**config.mk**
```make
export PLATFORM = sky130hd
export DESIGN_NAME = chan_mux_rr
export DESIGN_NICKNAME = d
export VERILOG_FILES = /design/src/rtl/chan_mux_rr.sv
export SDC_FILE = /design/constraint.sdc
export NUM_CORES = 1
export LEC_CHECK = 0
export ABC_AREA = 1
export CAP_MARGIN = 10
export CORE_AREA = 2 2 56 68
export DETAILED_ROUTE_END_ITERATION = 8
export DIE_AREA = 0 0 58 70
export PLACE_DENSITY = 0.81
export SLEW_MARGIN = 15
export SYNTH_ARGS = -nofsm -noshare
export SYNTH_HDL_FRONTEND = slang
export SYNTH_SLANG_ARGS = --single-unit
export TNS_END_PERCENT = 30
```
**constraint.sdc**
```tcl
create_clock -name clk -period 1.8 [get_ports clk]
set_input_delay 0.27 -clock clk [delete_from_list [all_inputs] [get_ports clk]]
set_output_delay 0.27 -clock clk [all_outputs]
set_load 0.01 [all_outputs]
```
**src/rtl/chan_mux_rr.sv**
```systemverilog
// chan_mux_rr: registered N-channel mux with valid/ready handshakes,
// selectable address or round-robin arbitration and a source-channel tag.
module chan_mux_rr #(
    parameter int WIDTH      = 8,
    parameter int ADDR_WIDTH = 2
) (
    input  logic                               clk,
    input  logic                               reset,
    input  logic                               mode,
    input  logic [ADDR_WIDTH-1:0]              address,
    input  logic [(2**ADDR_WIDTH)*WIDTH-1:0]   in_data,
    input  logic [(2**ADDR_WIDTH)-1:0]         in_valid,
    output logic [(2**ADDR_WIDTH)-1:0]         in_ready,
    output logic [WIDTH-1:0]                   out_data,
    output logic [ADDR_WIDTH-1:0]              out_channel,
    output logic                               out_valid,
    input  logic                               out_ready
);
    localparam int CH = 2**ADDR_WIDTH;

    logic [ADDR_WIDTH-1:0] ptr;
    logic [ADDR_WIDTH-1:0] rr_idx;
    logic [ADDR_WIDTH-1:0] cand;
    logic [ADDR_WIDTH-1:0] gidx;
    logic                  rr_hit;
    logic                  grant;
    logic                  load_en;
    logic [CH-1:0]         one_hot;

    assign load_en = !out_valid || out_ready;

    // Walk downward so the channel closest after ptr wins; k = CH wraps to ptr.
    always_comb begin
        rr_idx = '0;
        rr_hit = 1'b0;
        cand   = '0;
        for (int k = CH; k >= 1; k--) begin
            cand = ptr + k[ADDR_WIDTH-1:0];
            if (in_valid[cand]) begin
                rr_idx = cand;
                rr_hit = 1'b1;
            end
        end
    end

    always_comb begin
        gidx  = mode ? rr_idx : address;
        grant = mode ? rr_hit : in_valid[address];
    end

    always_comb begin
        one_hot = '0;
        one_hot[gidx] = 1'b1;
        in_ready = (load_en && grant && !reset) ? one_hot : '0;
    end

    always_ff @(posedge clk or posedge reset) begin
        if (reset) begin
            out_valid   <= 1'b0;
            out_data    <= '0;
            out_channel <= '0;
            ptr         <= ADDR_WIDTH'(CH - 1);
        end else if (load_en) begin
            if (grant) begin
                out_valid   <= 1'b1;
                out_data    <= in_data[gidx*WIDTH +: WIDTH];
                out_channel <= gidx;
                ptr         <= gidx;
            end else begin
                out_valid   <= 1'b0;
            end
        end
    end
endmodule

```
==> reports/results.txt, run 1 <==
The synthesized netlist occupies a cell area of 1220 µm². Clock-pin slew was measured on the worst setup and hold paths at 0.05 ns. The checks that failed: negative setup slack. The cell area power density was 1340 nW/µm². The total count of max-transition violations in the final report was 0.

Maximum clock frequency: 0.428 GHz. The count of buffers added on input and output ports is 56. Once detailed placement completed, the half-perimeter wirelength came to 2860 µm.

TritonCTS built the clock tree. The tools report the clock tree buffer depth as 2. The number of vias after detailed routing came out at 1500. STA puts the critical path data required time at 1.53 ns. The number of antenna-violating nets in the routed design was 0; the mean number of vias per cell was 4.63. In the routed design, unresolved DRC markers number 0. For the detailed-routing iteration count for the pre-antenna-repair pass, the log shows 4.

The layout overhead on the synthesized area is 75.8%, and the core utilization of the finished layout is 61.5%. For this configuration, the core starts out at a cell density of 34.9%. The global placer's final weighted congestion came out at 0.835. The run gives 83.4% as the tightest slew margin relative to the limit.

The internal power of the cells totals 1.56 mW. In this run, CTS created clock tree buffers numbering 3. In the finished design, the share of the clock period the worst path needs comes to 130%. In this run the horizontal extent of the chip is 58 µm. The worst setup path is captured at an output pin. The first routing iteration left 20 violations. Setup total negative slack on the finished layout was measured at -5.88 ns.

The worst setup slack after layout came out at -0.534 ns. The biggest area contributor in the post-synthesis netlist is sky130_fd_sc_hd__nand2_1. The pin slew with the least headroom to its limit was 0.249 ns. The run finished, with violations left. The via count of the first global-routing pass came out at 1611. For the worst-skew pair, the clock arrives at the later sink with an insertion delay of 0.24 ns. The run gives 1.14 nW as the reported leakage power. Setup violations remaining at the end of the flow were counted as 16. The worst setup timing slack at the placement stage is -0.803 ns. In this run switching power makes up 45.5% of total power.

The post-detailed-placement cell area was 1950 µm²; the overall routing resource usage was 20.0%. The floorplan die area was 4060 µm². Registers are responsible for 19.6% of the overall power.

The critical path is of the register to output pin type. Between clock sinks in the finished design, the worst skew comes to 0.00222 ns. Hold is met by 0.421 ns.

The aggregate routed wire length was 3670 µm; the post-route standard cell area excluding fillers was 2140 µm². Counting distinct cell types in the post-synthesis netlist gives 21. After global routing the overflow that remains totals 0. Total power for the finished layout comes to 2.86 mW. Entering global routing, the biggest net connects 17 pins. Max-cap violations in this run came to 0.

The tools report the portion of total power attributed to the clock network as 8.9%. The slack of the worst reg-to-reg path was -0.39 ns. The cell count after synthesis is 203, and the number of placed instances with taps included is 310. The hold buffer count at cts was 0. STA classifies the critical path startpoint as a register. The post-synthesis average cell area is 6.00 µm².

In the post-synthesis netlist, the biggest area contributors are sky130_fd_sc_hd__nand2_1 29%, sky130_fd_sc_hd__dfrtp_1 23%, sky130_fd_sc_hd__nand3_1 12%, sky130_fd_sc_hd__inv_1 8.6%, sky130_fd_sc_hd__nand2_2 6.2%. The initial antenna violation count was 0; the maximum cell stage delay along the critical path was 0.67 ns. 57 I/O pins were placed. The sequential-to-total area share from yosys stat came out at 26.9%.

Setup repair after global routing could not meet its margin everywhere. For this run, the number of standard cells in the final layout without fillers is 324. The synthesized design contains 13 register bits.

The tree built by TritonCTS fans out to 13 sinks. In this run the worst hold path is classified as input pin to asynchronous set/reset pin. The tools report the count of endpoints failing hold in the final timing report as 0.

In this run the standard cell core region covers 3480 µm². Synthesis warning total: 0. The die is 70 µm tall.

The global-route wire length before repair came out at 6460 µm. The initialized floorplan defines 24 standard-cell rows. The tools report the CTS root buffer as sky130_fd_sc_hd__clkbuf_8.

The share of total power dissipated in combinational logic is 71.5%. Number of H-tree levels: 1. Among all stages on the critical path, the largest delay is contributed by sky130_fd_sc_hd__dfstp_2.

The analysis attributes to net switching a power of 1.30 mW. The detail-routed net length per standard cell is 11.3 µm. Synthesis produced a netlist with a net count of 245.

The synthesized design devotes to its leading area cell type 28.7% of total area. STA puts the critical path data arrival time at 2.06 ns. Traced cell by cell, the critical path runs through inv_6 > nand2_2 > nand2_2 > buf_4 > nand3_1 > nand4_1 > nand3_1 > nand2_1 > buf_4 > nor3_4 > buf_2. The share of cells above drive strength 1 works out to 28.1%.

0 antenna diodes ended up in the layout. In this run the worst path has a maximum fanout of 7. The shortest period the worst path allows is 2.33 ns, and the count of nets after finishing is 328. IR analysis of the VDD net gives a maximum drop of 0.996 mV.
-- placed cells by master (no fill, tap or decap), types with 2 or more instances in the layout --
cell type,instances
sky130_fd_sc_hd__a21oi_2,2
sky130_fd_sc_hd__clkbuf_8,3
sky130_fd_sc_hd__clkdlybuf4s50_1,52
sky130_fd_sc_hd__dfstp_2,2
sky130_fd_sc_hd__nand2_2,26
sky130_fd_sc_hd__nand3_2,2
sky130_fd_sc_hd__nor3_4,3
sky130_fd_sc_hd__inv_1,27
sky130_fd_sc_hd__buf_2,4
sky130_fd_sc_hd__nand2_1,78
sky130_fd_sc_hd__nand3_1,27
sky130_fd_sc_hd__nor2_1,3
sky130_fd_sc_hd__nand4_1,2
sky130_fd_sc_hd__dfrtp_1,11
sky130_fd_sc_hd__o2111ai_1,2
sky130_fd_sc_hd__buf_6,3
sky130_fd_sc_hd__buf_4,25
sky130_fd_sc_hd__nand2_4,2
sky130_fd_sc_hd__nand2_8,2
-- worst max-delay path: cells and delay by family (launching register included) --
family | cells | cell delay [ns]
DFF | 1 | 0.67
buffers and inverters | 4 | 0.53
and+or+nand+nor | 7 | 0.62
-- area by class of cell --
cell class | count | area [µm²]
clock buffers | 4 | 45.0
fillers | 319 | 1340
inverters | 30 | 125
multi-input cells | 153 | 817
flip-flops and latches | 13 | 328
well taps | 39 | 48.8
repair buffers | 85 | 777
-- cells by family (layout without fill, tap and decap cells) --
family                 after synthesis  count (layout)  share of synthesized area, %
and+or+nand+nor                    146             146                          53.9
buffers and inverters               37             119                          14.8
DFF                                 13              13                          26.9
AOI/OAI and AO/OA                    7               7                          4.42
-- cell usage after synthesis, drive strengths merged --
cell type and n:
nor3 4, buf 5, nor2 3, nand3 29
nand2 108, dfstp 2, o2111ai 2, nand4 2
dfrtp 11, o21ai 2, clkbuf 2, inv 30
a21oi 3
-- path summary, 6_finish.rpt --
check,startpoint,end,cells after the start
max reg2reg,ptr[0]$_DFFE_PP1P_,out_data[5]$_DFFE_PP0P_,16
min reg2reg,out_channel[1]$_DFFE_PP0P_,out_channel[1]$_DFFE_PP0P_,2
min in group clk,out_channel[1]$_DFFE_PP0P_,out_channel[1]$_DFFE_PP0P_,2
max in group asynchronous,reset,ptr[0]$_DFFE_PP1P_,3
min,reset,out_channel[0]$_DFFE_PP0P_,3
max,ptr[0]$_DFFE_PP1P_,in_ready[3],11
-- routing by layer --
metal  part of all wire (%)  global-route usage (%)
met3                    5.9                    4.81
met1                     39                    21.0
met4                    1.5                    5.68
met2                     53                    38.1
met5                      0                       0
-- what timing repair did --
action / CTS / global route
pin swaps: 8 / 4
hold endpoints to repair: 0 / 0
resized for setup: 43 / 2
setup endpoints to repair: 16 / 16
setup buffers: 8 / 2
-- registers in the layout, indices dropped and copies added, names as in the netlist --
register     cells
out_channel      2
out_valid        1
out_data         8
ptr              2
-- power groups by stage --
stage,sequential (mW),combinational (mW),clock (mW)
after floorplan,0.568,1.14,0
after global placement,0.562,1.79,0
after detailed placement,0.557,1.80,0
after CTS,0.559,2.03,0.262
after global routing,0.584,2.27,0.279
final,0.561,2.05,0.253
Power figures use the tool's default switching activity.
==> inputs of run 2 (changes only) <==
--- a/config.mk
+++ b/config.mk
@@ -6,7 +6,7 @@
 export NUM_CORES = 1
 export LEC_CHECK = 0
 export ABC_AREA = 1
-export CAP_MARGIN = 10
+export CAP_MARGIN = 0
 export CORE_AREA = 2 2 56 68
 export DETAILED_ROUTE_END_ITERATION = 8
 export DIE_AREA = 0 0 58 70
==> results of run 2 <==
Final layout, timing and power as in run 1 (identical DEF).
